===== config.mk =====
export PLATFORM = sky130hd
export DESIGN_NAME = uart_prog_loader
export DESIGN_NICKNAME = d
export VERILOG_FILES = /design/src/rtl/loader_pkg.sv /design/src/rtl/uart_rx.sv /design/src/rtl/uart_prog_loader.sv
export SDC_FILE = /design/constraint.sdc
export NUM_CORES = 1
export LEC_CHECK = 0
export ABC_AREA = 1
export CORE_MARGIN = 8
export CORE_UTILIZATION = 60
export CTS_BUF_LIST = sky130_fd_sc_hd__clkbuf_4 sky130_fd_sc_hd__clkbuf_8
export DETAILED_ROUTE_END_ITERATION = 8
export MAX_ROUTING_LAYER = met4
export PLACE_DENSITY_LB_ADDON = 0.3
export SETUP_SLACK_MARGIN = 0.4
export SLEW_MARGIN = 20
export SYNTH_ARGS = -nofsm -noshare
export SYNTH_HDL_FRONTEND = slang
export SYNTH_HIERARCHICAL = 1
export SYNTH_SLANG_ARGS = --single-unit

===== constraint.sdc =====
create_clock -name clk -period 2.1 [get_ports clk]
set_input_delay 0.315 -clock clk [delete_from_list [all_inputs] [get_ports clk]]
set_output_delay 0.315 -clock clk [all_outputs]
set_load 0.02 [all_outputs]

===== src/rtl/loader_pkg.sv =====
`default_nettype none
// +-------------------------------------------------------------------------+
// | loader_pkg : shared constants and state codes for the UART loader       |
// | Revision   : 1.0                                                        |
// +-------------------------------------------------------------------------+
package loader_pkg;

  localparam logic [7:0] SYNC_BYTE = 8'hA5;

  typedef logic [2:0] state_t;
  localparam state_t S_IDLE   = 3'd0;
  localparam state_t S_LEN_HI = 3'd1;
  localparam state_t S_LEN_LO = 3'd2;
  localparam state_t S_DAT_HI = 3'd3;
  localparam state_t S_DAT_LO = 3'd4;
  localparam state_t S_CSUM   = 3'd5;

  function automatic int clks_per_bit(input int clk_hz, input int baud);
    return clk_hz / baud;
  endfunction

  localparam int CLKS_PER_BIT = clks_per_bit(50_000_000, 115_200);

endpackage
`default_nettype wire


===== src/rtl/uart_rx.sv =====
`default_nettype none
// +-------------------------------------------------------------------------+
// | uart_rx  : 8N1 receiver with 2-flop synchronizer and glitch rejection   |
// | Revision : 1.0                                                          |
// +-------------------------------------------------------------------------+
module uart_rx #(
  parameter int CLKS_PER_BIT = 10
) (
  input  logic       clk,
  input  logic       rst,
  input  logic       rxd,
  output logic [7:0] rx_byte,
  output logic       rx_valid,
  output logic       rx_ferr
);

  localparam int CW = $clog2(CLKS_PER_BIT + 1);
  localparam logic [CW-1:0] LAST = CW'(CLKS_PER_BIT - 1);
  localparam logic [CW-1:0] HALF = CW'(CLKS_PER_BIT / 2 - 1);

  localparam logic [1:0] RX_IDLE  = 2'd0;
  localparam logic [1:0] RX_START = 2'd1;
  localparam logic [1:0] RX_DATA  = 2'd2;
  localparam logic [1:0] RX_STOP  = 2'd3;

  // [1:0] is the synchronizer, [2] is history for falling-edge detection
  logic [2:0]    sync_q;
  logic [1:0]    st_q;
  logic [CW-1:0] cnt_q;
  logic [2:0]    bit_q;
  logic [7:0]    sh_q;
  logic          valid_q;
  logic          ferr_q;

  logic w_rx;
  logic w_prev;
  assign w_rx   = sync_q[1];
  assign w_prev = sync_q[2];

  always_ff @(posedge clk) begin
    if (!rst) begin
      sync_q  <= 3'b111;
      st_q    <= RX_IDLE;
      cnt_q   <= '0;
      bit_q   <= '0;
      sh_q    <= '0;
      valid_q <= 1'b0;
      ferr_q  <= 1'b0;
    end else begin
      sync_q  <= {sync_q[1:0], rxd};
      valid_q <= 1'b0;
      case (st_q)
        RX_IDLE: begin
          if (w_prev && !w_rx) begin
            cnt_q <= '0;
            st_q  <= RX_START;
          end
        end
        RX_START: begin
          if (cnt_q == HALF) begin
            cnt_q <= '0;
            bit_q <= '0;
            st_q  <= w_rx ? RX_IDLE : RX_DATA;
          end else begin
            cnt_q <= cnt_q + CW'(1);
          end
        end
        RX_DATA: begin
          if (cnt_q == LAST) begin
            cnt_q <= '0;
            sh_q  <= {w_rx, sh_q[7:1]};
            bit_q <= bit_q + 3'd1;
            if (bit_q == 3'd7) st_q <= RX_STOP;
          end else begin
            cnt_q <= cnt_q + CW'(1);
          end
        end
        RX_STOP: begin
          if (cnt_q == LAST) begin
            cnt_q   <= '0;
            valid_q <= 1'b1;
            ferr_q  <= !w_rx;
            st_q    <= RX_IDLE;
          end else begin
            cnt_q <= cnt_q + CW'(1);
          end
        end
        default: st_q <= RX_IDLE;
      endcase
    end
  end

  assign rx_byte  = sh_q;
  assign rx_valid = valid_q;
  assign rx_ferr  = ferr_q;

endmodule
`default_nettype wire


===== src/rtl/uart_prog_loader.sv =====
`default_nettype none
// +-------------------------------------------------------------------------+
// | uart_prog_loader : framed UART loader writing the 16-bit instr memory   |
// | Revision         : 1.0                                                  |
// +-------------------------------------------------------------------------+
module uart_prog_loader
  import loader_pkg::*;
#(
  parameter int CLK_HZ      = 50_000_000,
  parameter int BAUD        = 115_200,
  parameter int MAX_WORDS   = 4096,
  parameter int TIMEOUT_CYC = 16 * (CLK_HZ / BAUD) * 10
) (
  input  logic        clk,
  input  logic        rst,
  input  logic        rxd,
  output logic [15:0] mem_addr,
  output logic [15:0] mem_data,
  output logic        mem_wren,
  output logic        cpu_hold,
  output logic        busy,
  output logic        done,
  output logic        err,
  output logic [15:0] word_count
);

  localparam int CPB = clks_per_bit(CLK_HZ, BAUD);
  localparam int TW  = $clog2(TIMEOUT_CYC + 1);
  localparam logic [15:0] MAX_N = 16'(MAX_WORDS);

  logic [7:0] rx_byte;
  logic       rx_valid;
  logic       rx_ferr;

  uart_rx #(.CLKS_PER_BIT(CPB)) u_rx (
    .clk      (clk),
    .rst      (rst),
    .rxd      (rxd),
    .rx_byte  (rx_byte),
    .rx_valid (rx_valid),
    .rx_ferr  (rx_ferr)
  );

  state_t        state_q, state_d;
  logic [15:0]   len_q, len_d;
  logic [7:0]    hi_q, hi_d;
  logic [7:0]    sum_q, sum_d;
  logic [15:0]   wc_q, wc_d;
  logic [TW-1:0] tmo_q, tmo_d;
  logic          done_q, done_d;
  logic          err_q, err_d;
  logic [15:0]   addr_q, addr_d;
  logic [15:0]   data_q, data_d;
  logic          wren_q, wren_d;

  logic [15:0] w_len_n;
  assign w_len_n = {len_q[15:8], rx_byte};

  always_comb begin
    state_d = state_q;
    len_d   = len_q;
    hi_d    = hi_q;
    sum_d   = sum_q;
    wc_d    = wc_q;
    done_d  = done_q;
    err_d   = err_q;
    addr_d  = addr_q;
    data_d  = data_q;
    wren_d  = 1'b0;
    tmo_d   = (state_q == S_IDLE) ? '0 : tmo_q + TW'(1);
    if (rx_valid) begin
      // tmo counts cycles since the last rx_valid, so it restarts at one
      tmo_d = TW'(1);
      if (state_q != S_IDLE && rx_ferr) begin
        err_d   = 1'b1;
        state_d = S_IDLE;
      end else begin
        case (state_q)
          S_IDLE: begin
            if (!rx_ferr && rx_byte == SYNC_BYTE) begin
              done_d  = 1'b0;
              err_d   = 1'b0;
              wc_d    = '0;
              sum_d   = '0;
              state_d = S_LEN_HI;
            end
          end
          S_LEN_HI: begin
            len_d   = {rx_byte, 8'h00};
            state_d = S_LEN_LO;
          end
          S_LEN_LO: begin
            len_d = w_len_n;
            if (w_len_n > MAX_N) begin
              err_d   = 1'b1;
              state_d = S_IDLE;
            end else if (w_len_n == 16'd0) begin
              state_d = S_CSUM;
            end else begin
              state_d = S_DAT_HI;
            end
          end
          S_DAT_HI: begin
            hi_d    = rx_byte;
            sum_d   = sum_q + rx_byte;
            state_d = S_DAT_LO;
          end
          S_DAT_LO: begin
            addr_d  = wc_q;
            data_d  = {hi_q, rx_byte};
            wren_d  = 1'b1;
            wc_d    = wc_q + 16'd1;
            sum_d   = sum_q + rx_byte;
            state_d = (wc_q + 16'd1 == len_q) ? S_CSUM : S_DAT_HI;
          end
          S_CSUM: begin
            done_d  = (rx_byte == sum_q);
            err_d   = (rx_byte != sum_q);
            state_d = S_IDLE;
          end
          default: state_d = S_IDLE;
        endcase
      end
    end else if (state_q != S_IDLE && tmo_q == TW'(TIMEOUT_CYC - 1)) begin
      err_d   = 1'b1;
      tmo_d   = '0;
      state_d = S_IDLE;
    end
  end

  always_ff @(posedge clk) begin
    if (!rst) begin
      state_q <= S_IDLE;
      len_q   <= '0;
      hi_q    <= '0;
      sum_q   <= '0;
      wc_q    <= '0;
      tmo_q   <= '0;
      done_q  <= 1'b0;
      err_q   <= 1'b0;
      addr_q  <= '0;
      data_q  <= '0;
      wren_q  <= 1'b0;
    end else begin
      state_q <= state_d;
      len_q   <= len_d;
      hi_q    <= hi_d;
      sum_q   <= sum_d;
      wc_q    <= wc_d;
      tmo_q   <= tmo_d;
      done_q  <= done_d;
      err_q   <= err_d;
      addr_q  <= addr_d;
      data_q  <= data_d;
      wren_q  <= wren_d;
    end
  end

  assign mem_addr   = addr_q;
  assign mem_data   = data_q;
  assign mem_wren   = wren_q;
  assign cpu_hold   = (state_q != S_IDLE);
  assign busy       = (state_q != S_IDLE);
  assign done       = done_q;
  assign err        = err_q;
  assign word_count = wc_q;

endmodule
`default_nettype wire

* Word level (Yosys, flattened, before mapping)
Index checks and enable logic that the tools add are counted.
Cells by class: add/sub/neg operators 5, order comparisons 1, eq/ne operators 25, muxes and demuxes 39, bitwise logic cells 4, reductions and logical operators 34
Operators with widths (number):
- 16-bit case mux with 2 select lines | 2
- 3-bit 2-to-1 mux | 9
- 9-bit 2-to-1 mux | 3
- 9-bit case mux with 3 select lines | 1
- 4-bit AND reduction | 5
- 17-bit by 1-bit adder with 17-bit output, second input constant | 1
- 17-bit == test, second input constant | 1
- 16-bit by 1-bit adder with 16-bit output, second input constant | 1
- 16-bit == test | 1
- 16-bit by 13-bit > comparator with 1-bit output, second input constant | 1
- 16-bit zero test | 1
- 16-bit 2-to-1 mux | 1
- 8-bit case mux with 2 select lines | 1
- 3-bit case mux with 5 select lines | 1
- 2-bit 2-to-1 mux | 6
- 2-bit by 1-bit != test with 1-bit output, second input constant | 6
- 3-bit AND reduction | 4
- 2-bit nonzero test | 6
- 1-bit 2-to-1 mux | 10
- 9-bit by 1-bit adder with 9-bit output, second input constant | 1
- 3-bit == test, second input constant | 3
- 9-bit by 8-bit == test with 1-bit output, second input constant | 1
- 9-bit == test, second input constant | 1
- 8-bit adder | 1
- other kinds (26) | 40
Storage, ports and cells: bits in registers 130, input port bits 3, output and inout bits 53, logic and storage cells 128

* Depth between registers and ports, before layout
Gate-level depths: netlist of the first run.
depth after elaboration 6, mapped depth 16, mapped depth without buffers 16

* Modules after synthesis
The synthesis of the first run kept the hierarchy.
Modules (own cells, without submodules):
- uart_prog_loader | instances 1, cells each 697, area each 4999.8 um^2, seq. area each 2062.0 um^2
- uart_rx | instances 1, cells each 186, area each 1280.0 um^2, seq. area each 540.5 um^2

* Worst setup path after synthesis of the first run
No wires, ideal clock.
path kind flip-flop to flip-flop, start point reg wc_q[0], in the netlist word_count[0], end point reg state_q[1], library setup time 0.132 ns, arrival 1.766 ns, required time 1.968 ns, setup slack 0.201 ns, cell stages (with the launch flop) 17, period minus slack after synthesis 1.899 ns, cell sequence dfxtp_1 > ha_1 > nand2_1 > nor2_2 > nand2_1 > nand2_1 > nand2_1 > nand2_1 > nand2_1 > inv_1 > nand3_1 > nor2_1 > nand3_1 > nand2_1 > nand2_1 > nand2_1 > a21oi_1
Between the ends: cells in the longest elaborated chain, start to end 6
RTL lines:
- start, declared | line uart_prog_loader.sv:48 | logic [15:0] wc_q, wc_d;
- start signal, assigned | line uart_prog_loader.sv:149 | wc_q <= wc_d;
- 16-bit by 1-bit adder with 16-bit output | line uart_prog_loader.sv:114 | state_d = (wc_q + 16'd1 == len_q) ? S_CSUM : S_DAT_HI;
- 16-bit == test | line uart_prog_loader.sv:114
- 3-bit 2-to-1 mux | line uart_prog_loader.sv:114
- 3-bit case mux with 5 select lines | line uart_prog_loader.sv:78 | case (state_q)
- 3-bit 2-to-1 mux | line uart_prog_loader.sv:74 | if (state_q != S_IDLE && rx_ferr) begin
- 3-bit 2-to-1 mux | line uart_prog_loader.sv:71 | if (rx_valid) begin
- end signal, assigned | line uart_prog_loader.sv:145 | state_q <= state_d;
- end, declared | line uart_prog_loader.sv:44 | state_t state_q, state_d;
No other way between the ends. A chain may end at the register's enable or synchronous reset.

* Worst setup path in the final report of the first run
start point reg wc_q[1], in the netlist word_count[1], end point reg state_q[2]
Same word-level chain as after synthesis.

==> flow_metrics.tcl, run 1 <==
set metrics [dict create \
    run_status "complete, no violations" \
    cp.required_ns 2.48 \
    fmaxAchievable_mhz 514 \
    ys_seq_area_share_pct 41.4 \
    fin_skew_ns 0.0121 \
    clock_tree.root_cell "clkbuf_8" \
    totalWireLength_mm 20.6 \
    seq_power_share_pct 53.0 \
    p_leak_nw 3.68 \
    finalCritPeriodShare_pct 92.6 \
    n_fill_cell 626 \
    powerDensity_nw_per_um2 555 \
    layout_common_cells "203 x nand2_1, 107 x dfxtp_1, 88 x inv_1" \
    tns_ns 0 \
    portBuffers 55 \
    vias 6908 \
    dp_hpwl_mm 10.7 \
    firstDrtPassIters 8 \
    wl_per_cell_um 17.9 \
    gp_congestion 0.979 \
    cts_tree "yes" \
    vias_per_cell 5.98 \
    placed_area_um2 7070 \
    pwr-share-clk_pct 43.8 \
    syn_to_final_growth_pct 34.1 \
    worst_pin_slew_ns 0.601 \
    multi_input_comb_area_um2 3600 \
    start_util_pct 61.4 \
    dieArea_um2 14000 \
    antenna_left 0 \
    drt_iter0_markers 703 \
    yosysWarnings 6 \
    synth_edf_count 0 \
    total_switching_power_mw 1.30 \
    critPathLaunchType "flop" \
    synth_area_um2 6280 \
    cts_made_buffers 17 \
    grt_first_pass_wirelength_mm 28.7 \
    syn_avg_cell_area_um2 7.11 \
    ir_drop_uv 449 \
    hold_class "input port to flop" \
    htreeDepth 4 \
    core_area_um2 10200 \
    num_rows 37 \
    netlist_instances 883 \
    path_clk_slew_ns 0.09 \
    synthDistinctLibCells 45 \
    power_frac_comb_pct 3.2 \
    final_common_cell "nand2_1" \
    seqCellArea_um2 2660 \
    hold_violations 0 \
    io_pins 56 \
    synth_fp_nets 901 \
    drive_above_1_share_pct 25.1 \
    gr-total-overflow 0 \
    relSlewSlack_pct 59.8 \
    netSwitchingFraction_pct 27.8 \
    postLayoutCellArea_um2 8420 \
    cts_hold_buf 0 \
    path_class "flop to flop" \
    endpoint_kind "flop" \
    setup_viol 0 \
    diodes 0 \
    rsz0062_at_grt "yes" \
    antenna_found_initial 0 \
    slew_violations 0 \
    clock-sinks 130 \
    synth_ff_type "dfxtp_1" \
    first_global_vias 6117 \
    grt_max_degree 46 \
    nNetsFinal 1024 \
    internal_power_mw 3.37 \
    min_period_ns 1.94 \
    path_max_fanout 6 \
    drv_cap 0 \
    drcViolationCount 0 \
    grtUsageTotal_pct 25.2 \
    async_flop_share_pct 0 \
    ys_ff_latch 130 \
    critPathArrivalTime_ns 2.33 \
    die_h_um 118 \
    die_w_um 118 \
    clkLatencyLatePin_ns 0.45 \
    clockBufferDepth 2 \
]
worst paths after layout:
check | cells past startpoint | from | endpoint | slack [ns]
max reg2reg | 13 | word_count[1] | state_q[2] | 0.16
min reg2reg | 1 | u_rx/sync_q[0] | u_rx/sync_q[1] | 0.46
min | 2 | rxd | u_rx/sync_q[0] | 0.43
max | 13 | word_count[1] | state_q[2] | 0.16
Yosys cell counts (5+ instances only):
| library cell | number | area share, % |
|---|---|---|
| o32ai_1 | 11 | 1.5 |
| nand3_1 | 60 | 4.8 |
| nand3b_1 | 7 | 0.84 |
| nand2_1 | 224 | 13 |
| inv_2 | 8 | 0.48 |
| nor2_1 | 76 | 4.5 |
| nor3_1 | 7 | 0.56 |
| a21oi_1 | 84 | 6.7 |
| clkbuf_1 | 10 | 0.60 |
| xor2_1 | 8 | 1.1 |
| buf_4 | 5 | 0.60 |
| inv_1 | 96 | 5.7 |
| o21ai_0 | 57 | 4.5 |
| nor2_2 | 9 | 0.90 |
| buf_2 | 10 | 0.80 |
| ha_1 | 14 | 2.8 |
| dfxtp_1 | 130 | 41 |
| or2_2 | 5 | 0.50 |
| nand4_1 | 14 | 1.4 |
area by class of cell:
type / instances / share of cell area, %
inverter: 106 / 5.05
clock inverter: 15 / 1.60
tap: 136 / 2.02
timing repair buffer: 129 / 14.1
multi-input combinational: 620 / 42.7
sequential: 130 / 31.5
timing repair inverter: 2 / 0.178
clock buffer: 17 / 2.78
logic make-up (layout without fill, tap and decap cells):
logic type | count (synthesis) | in the layout | synth area share, %
and+or+nand+nor | 421 | 421 | 29.6
AOI/OAI and AO/OA | 172 | 172 | 15.3
buffers and inverters | 133 | 269 | 8.63
DFF | 130 | 130 | 41.4
adders and majority gates | 15 | 15 | 3.11
xor gates and xnor gates | 12 | 12 | 1.91
timing repair:
item                                    in CTS  in global routing
resized for setup                          126                 99
buffers inserted                            28                 25
pin swaps                                   25                 42
endpoints found under the setup margin     133                115
hold endpoints to repair                     0                  0
gates cloned                                 1                  4
power groups by stage:
stage	logic (mW)	clock network (mW)	registers, mW
final	0.149	2.05	2.48
after global routing	0.166	2.17	2.48
after CTS	0.143	2.03	2.48
after detailed placement	0.142	0	2.54
after global placement	0.139	0	2.54
after floorplan	0.101	0	2.54
layer usage:
metal / wire length (um) / GRT usage, % / vias to the layer above
li1: - / - / 3143
met1: 7510 / 27.8 / 3162
met2: 10200 / 42.6 / 457
met3: 1730 / 5.28 / 146
met4: 1160 / 12.0 / 0
met5: 0 / - / -
worst max-delay path: stages, from the launching register on:
cell and delay [ns]:
dfxtp_4 0.40, ha_4 0.18, nand2_4 0.07, nor2_4 0.19, nand2_2 0.10, nand3b_1 0.12, nand2_1 0.07, nor2_2 0.12
nand3_2 0.12, nor2_4 0.13, nand4_1 0.09, nand2_1 0.10, nand2_2 0.06, a21oi_2 0.13
state kept, by name (all words and copies together), names as in the netlist, named ones only:
signal         count
tmo_q             17
len_q             16
mem_addr          16
mem_data          16
word_count        16
u_rx/cnt_q         9
hi_q               8
sum_q              8
u_rx/rx_byte       8
state_q            3
u_rx/bit_q         3
u_rx/sync_q        3
done               1
err                1
mem_wren           1
u_rx/rx_ferr       1
u_rx/rx_valid      1
u_rx/st_q          1
metrics by stage:
stage / power, mW / worst slack (ns) / cells / hold WS, ns / utilization, %
floorplan: 2.64 / 0.387 / 883 / 0.393 / -
global placement: 2.68 / 0.189 / 1065 / 0.430 / 69.1
detailed placement: 2.69 / 0.175 / 1065 / 0.429 / 69.1
CTS: 4.65 / 0.272 / 1126 / 0.424 / 76.7
global route: 4.82 / 0.0116 / 1155 / 0.443 / 82.3
finish: 4.67 / 0.155 / 1155 / 0.435 / 82.3
Note: power is estimated with default switching activity, not from simulation.
==> run 2, diff against run 1 <==
==> constraint.sdc (replaced) <==
create_clock -name clk -period 2.1 [get_ports clk]
set_input_delay 0.21 -clock clk [delete_from_list [all_inputs] [get_ports clk]]
set_output_delay 0.21 -clock clk [all_outputs]
set_load 0.02 [all_outputs]
==> run 2 against run 1 <==
  * Global-route usage fell by 0.21 points
  * Setup slack better by 0.080 ns
  * Clock-buffer cell count is the same
  * Final area is 2.5% lower
  * Total power increased by 8.5%
  * Critical path depth stayed put
  * Utilization shrank 2.1 points
  * Sequential power about the same
==> flow_metrics.tcl, run 2 (synthesized netlist as in run 1, its figures left out) <==
set metrics [dict create \
    busiest_layer "met2" \
    grtUsageMet2_pct 42.1 \
    critPathArrivalTime_ns 2.24 \
    totalWireLength_mm 18.3 \
    drt_iter0_markers 722 \
    clock_tree.root_cell "clkbuf_8" \
    antenna_found_initial 0 \
    gp_congestion 0.980 \
    path_clk_slew_ns 0.08 \
    grtUsageTotal_pct 25.0 \
    largest-register "tmo_q" \
    hold_class "input port to flop" \
    rsz0062_at_grt "yes" \
    postLayoutCellArea_um2 8210 \
    layout_common_cells "210 x nand2_1, 112 x dfxtp_1, 89 x inv_1" \
    use_met3_pct 5.43 \
    core_area_um2 10200 \
    cpMostUsedCell "nand2_1" \
    ir_drop_uv 571 \
    nNetsFinal 1005 \
    pwr-share-clk_pct 48.2 \
    run_status "complete, no violations" \
    drive_above_1_share_pct 20.9 \
    num_rows 37 \
    io_pins 56 \
    vias 6489 \
    syn_to_final_growth_pct 30.8 \
    n_fill_cell 672 \
    slew_violations 0 \
    path_class "flop to flop" \
    power_frac_comb_pct 2.9 \
    relSlewSlack_pct 64.0 \
    p_leak_nw 3.46 \
    start_util_pct 61.4 \
    drcViolationCount 0 \
    placed_area_um2 7070 \
    setup_viol 0 \
    cts_tree "yes" \
    diodes 0 \
    fin_skew_ns 0.0169 \
    wl_per_cell_um 16.1 \
    total_switching_power_mw 1.23 \
    grt_max_degree 46 \
    internal_power_mw 3.84 \
    slowest_stage "dfxtp_4" \
    antenna_left 0 \
    dieArea_um2 14000 \
    gr-total-overflow 0 \
    final_common_cell "nand2_1" \
    htreeDepth 4 \
    finalCritPeriodShare_pct 88.8 \
    hold_violations 0 \
    clock-sinks 130 \
    clockBufferDepth 2 \
    die_w_um 118 \
    first_global_vias 6095 \
    min_period_ns 1.86 \
    use_met1_pct 27.4 \
    path_max_fanout 6 \
    cts_hold_buf 0 \
    endpoint_kind "flop" \
    die_h_um 118 \
    vias_per_cell 5.71 \
    post-route-util_pct 80.3 \
    cp.required_ns 2.48 \
    worst_pin_slew_ns 0.535 \
    max_stage_delay_ns 0.40 \
    largest_reg_flops 17 \
    path_cells "ha_4 -> nand2_4 -> nor2_4 -> nand3_1 -> nand3_1 -> nand2_1 -> inv_1 -> nand3_4 -> nor2_4 -> nand4_1 -> nand2_1 -> nand2_1 -> a21oi_2" \
    drv_cap 0 \
    cts_made_buffers 17 \
    portBuffers 55 \
    seq_power_share_pct 48.9 \
    netSwitchingFraction_pct 24.3 \
    clkLatencyLatePin_ns 0.45 \
    powerDensity_nw_per_um2 617 \
    firstDrtPassIters 6 \
    dp_hpwl_mm 10.8 \
    tns_ns 0 \
    critPathLaunchType "flop" \
    grt_first_pass_wirelength_mm 28.4 \
    fmaxAchievable_mhz 536 \
]
run 2: changes by cell type in the layout (fill, tap and decap cells not counted), sizes merged:
cell | previous run | this run
buf | 72 | 56
bufbuf | 0 | 1
bufinv | 0 | 4
clkbuf | 21 | 18
clkdlybuf4s15 | 0 | 1
clkdlybuf4s50 | 2 | 39
clkinvlp | 5 | 1
dlygate4sd2 | 48 | 8
dlymetal6s2s | 3 | 6
inv | 115 | 113
run 2: what timing repair did:
item / 4_1_cts / 5_1_grt
buffers inserted: 22 / 16
gates cloned: 1 / 0
pin swaps: 26 / 28
endpoints found under the setup margin: 98 / 113
gates resized for setup: 81 / 50
run 2: worst paths after layout:
path              slack [ns]            from        endpoint  cells after the start
hold reg to reg         0.44  u_rx/sync_q[0]  u_rx/sync_q[1]                      1
setup / recovery        0.24   word_count[0]      state_q[2]                     13
hold / removal          0.34             rxd  u_rx/sync_q[0]                      2
setup reg to reg        0.24   word_count[0]      state_q[2]                     13
run 2: area by class of cell:
type                    count  area [um^2]  share of cell area, %
clock buffers              17          234                   2.85
multi-input cells         620         3480                   42.4
flip-flops and latches    130         2650                   32.2
well taps                 136          170                   2.07
inverters                 106          410                   5.00
clock inverters            15          218                   2.65
repair buffers            112         1060                   12.9
run 2: worst max-delay path, delay by kind of cell, from the launching register on:
kind                       cells  cell delay, ns
and+or+nand+nor               10            1.00
DFF                            1            0.40
adders and majority gates      1            0.18
AOI/OAI and AO/OA              1            0.11
buffers and inverters          1            0.10
run 2: layer usage:
metal / up-vias / share of wire, % / wire length, um
met3: 94 / 8.1 / 1490
met4: 0 / 4.2 / 767
met2: 345 / 49 / 8990
met1: 2946 / 38 / 7040
met5: - / 0 / 0
li1: 3104 / - / -
run 2: power groups by stage:
stage / Combinational, mW / Sequential, mW / Clock, mW
5_1_grt: 0.166 / 2.48 / 2.58
3_3_place_gp: 0.139 / 2.54 / 0
4_1_cts: 0.142 / 2.48 / 2.45
2_1_floorplan: 0.101 / 2.54 / 0
3_5_place_dp: 0.141 / 2.54 / 0
6_report: 0.146 / 2.48 / 2.45
run 2: through the flow:
step	worst slack, ns	total power, mW	std cells	hold WS [ns]
finish	0.236	5.07	1136	0.336
global route	0.0920	5.23	1136	0.338
CTS	0.288	5.07	1120	0.325
detailed placement	0.173	2.69	1065	0.443
global placement	0.176	2.68	1065	0.445
floorplan	0.387	2.64	883	0.317
==> run 3, diff against run 2 <==
--- a/config.mk
+++ b/config.mk
@@ -6,10 +6,11 @@
 export NUM_CORES = 1
 export LEC_CHECK = 0
 export ABC_AREA = 1
-export CORE_MARGIN = 8
+export CORE_MARGIN = 3
 export CORE_UTILIZATION = 60
 export CTS_BUF_LIST = sky130_fd_sc_hd__clkbuf_4 sky130_fd_sc_hd__clkbuf_8
 export DETAILED_ROUTE_END_ITERATION = 8
+export HOLD_SLACK_MARGIN = 0.02
 export MAX_ROUTING_LAYER = met4
 export PLACE_DENSITY_LB_ADDON = 0.3
 export SETUP_SLACK_MARGIN = 0.4
==> run 3 against run 2 <==
  * The run now ends with negative setup slack left
  * Register-to-register slack got worse by 0.43 ns
  * Utilization rose by 8.6 points
  * Clock-buffer cell count did not move
  * Wire length rose by 45%
  * Final area rose by 7.7%
  * First-iteration DRC count rose by 99%
  * Die area fell by 16%
  * Largest power group is now the clock network
==> flow_metrics.tcl, run 3 (synthesized netlist as in run 1, its figures left out) <==
set metrics [dict create \
    start_util_pct 63.1 \
    path_depth 14 \
    slew_violations 0 \
    grt_max_degree 45 \
    path_class "flop to flop" \
    clockBufferDepth 2 \
    num_rows 36 \
    vias 7802 \
    run_status "finished, violations left" \
    cp.required_ns 2.45 \
    endpoint "state_q[1]" \
    whs_path_depth 2 \
    ir_drop_uv 493 \
    grtUsageTotal_pct 32.8 \
    rr_worst_depth 14 \
    cts_hold_buf 0 \
    portBuffers 55 \
    drt_iter0_markers 1434 \
    path_clk_slew_ns 0.09 \
    p_leak_nw 3.57 \
    antenna_left 0 \
    antenna_found_initial 1 \
    finalCritPeriodShare_pct 109 \
    wl_per_cell_um 23.1 \
    drcViolationCount 0 \
    largest-register "tmo_q" \
    io_pins 56 \
    die_w_um 108 \
    totalWireLength_mm 26.5 \
    die_h_um 108 \
    cp.buffers_inverters 0 \
    gp_congestion 0.925 \
    cpMostUsedCell "nand2_1" \
    clkLatencyLatePin_ns 0.46 \
    setup_viol 3 \
    r2r-start "word_count[0]" \
    htreeDepth 4 \
    reg2reg_slack_ns -0.19 \
    critPathLaunchType "flop" \
    vias_per_cell 6.80 \
    power.total_mw 5.32 \
    cts_made_buffers 17 \
    post-route-util_pct 88.9 \
    slowest_stage "dfxtp_4" \
    largest_reg_flops 17 \
    first_global_vias 6164 \
    regToRegEndpoint "state_q[1]" \
    clock_tree.root_cell "clkbuf_8" \
    firstDrtPassIters 9 \
    hold_class "input port to flop" \
    powerDensity_nw_per_um2 601 \
    hold_violations 0 \
    path_max_fanout 5 \
    critPathArrivalTime_ns 2.64 \
    post-place-ws_ns 0.178 \
    max_stage_delay_ns 0.40 \
    syn_to_final_growth_pct 40.9 \
    endpoint_kind "flop" \
    drv_cap 0 \
    nNetsFinal 1019 \
    min_period_ns 2.29 \
    final_common_cell "nand2_1" \
    clock-sinks 130 \
    path_cells "ha_4 -> nand3_2 -> nor2_4 -> nand3_1 -> nand2_1 -> nand3_1 -> nand2_1 -> nand2_1 -> nor2_2 -> nand3_1 -> nand2_1 -> nand2_1 -> nand2_1 -> a21oi_2" \
    layout_common_cells "188 x nand2_1, 108 x dfxtp_1, 88 x inv_1" \
    fin_skew_ns 0.0119 \
    gr-total-overflow 0 \
    violations "negative setup slack" \
    worst_pin_slew_ns 0.619 \
    startpoint "word_count[0]" \
    grt_first_pass_wirelength_mm 29.5 \
    cts_tree "yes" \
    dp_hpwl_mm 10.9 \
    dieArea_um2 11700 \
    rsz0062_at_grt "yes" \
    fmaxAchievable_mhz 436 \
    core_area_um2 9950 \
    critPathTopFamily "simple AND/OR/NAND/NOR gates" \
    drive_above_1_share_pct 30.5 \
    setup_slack_ns -0.191 \
    relSlewSlack_pct 58.7 \
]
## run 3: worst min-delay path by stage
stage                         from        endpoint  slack [ns]
floorplan                      rxd  u_rx/sync_q[0]        0.32
global placement    u_rx/sync_q[0]  u_rx/sync_q[1]        0.40
detailed placement  u_rx/sync_q[0]  u_rx/sync_q[1]        0.42
CTS                            rxd  u_rx/sync_q[0]        0.35
global route                   rxd  u_rx/sync_q[0]        0.37
finish                         rxd  u_rx/sync_q[0]        0.37
## run 3: area by class of cell
type / instances / area [um^2]
antenna: 1 / 2.50
clock buffer: 17 / 234
clock inverter: 15 / 244
fill: 419 / 1110
inverter: 106 / 428
multi-input combinational: 620 / 3860
sequential: 130 / 2660
tap: 133 / 166
timing repair buffer: 124 / 1240
timing repair inverter: 2 / 18.8
## run 3: per-stage QoR
stage	TNS [ns]	instance area, um^2	std cells	hold WS [ns]
5_1_grt	-0.374	8850	1148	0.372
2_1_floorplan	0	6330	883	0.317
4_1_cts	0	7960	1119	0.350
6_report	-0.263	8850	1148	0.367
3_3_place_gp	0	7070	1064	0.396
3_5_place_dp	0	7070	1064	0.417
## run 3: what timing repair did
action / 4_1_cts / 5_1_grt
pin swaps: 22 / 45
gates cloned: 2 / 8
setup buffers: 21 / 20
resized for setup: 78 / 204
endpoints found under the setup margin: 86 / 112
## run 3: where the power goes
part           total, mW  internal, mW  switching (mW)
Clock               2.68          1.46            1.22
Sequential          2.48          2.46          0.0168
Combinational      0.163        0.0439           0.119
## run 3: metal layers
metal / part of all wire, % / global-route usage, %
met1: 33 / 38.1
met2: 44 / 53.8
met3: 13 / 8.00
met4: 10 / 14.5
met5: 0 / -
## run 3: worst reg2reg max path: stages, from the launching register on
cell and delay, ns:
dfxtp_4 0.40, ha_4 0.18, nand3_2 0.16, nor2_4 0.24
nand3_1 0.15, nand2_1 0.11, nand3_1 0.09, nand2_1 0.09
nand2_1 0.08, nor2_2 0.19, nand3_1 0.12, nand2_1 0.11
nand2_1 0.08, nand2_1 0.10, a21oi_2 0.06
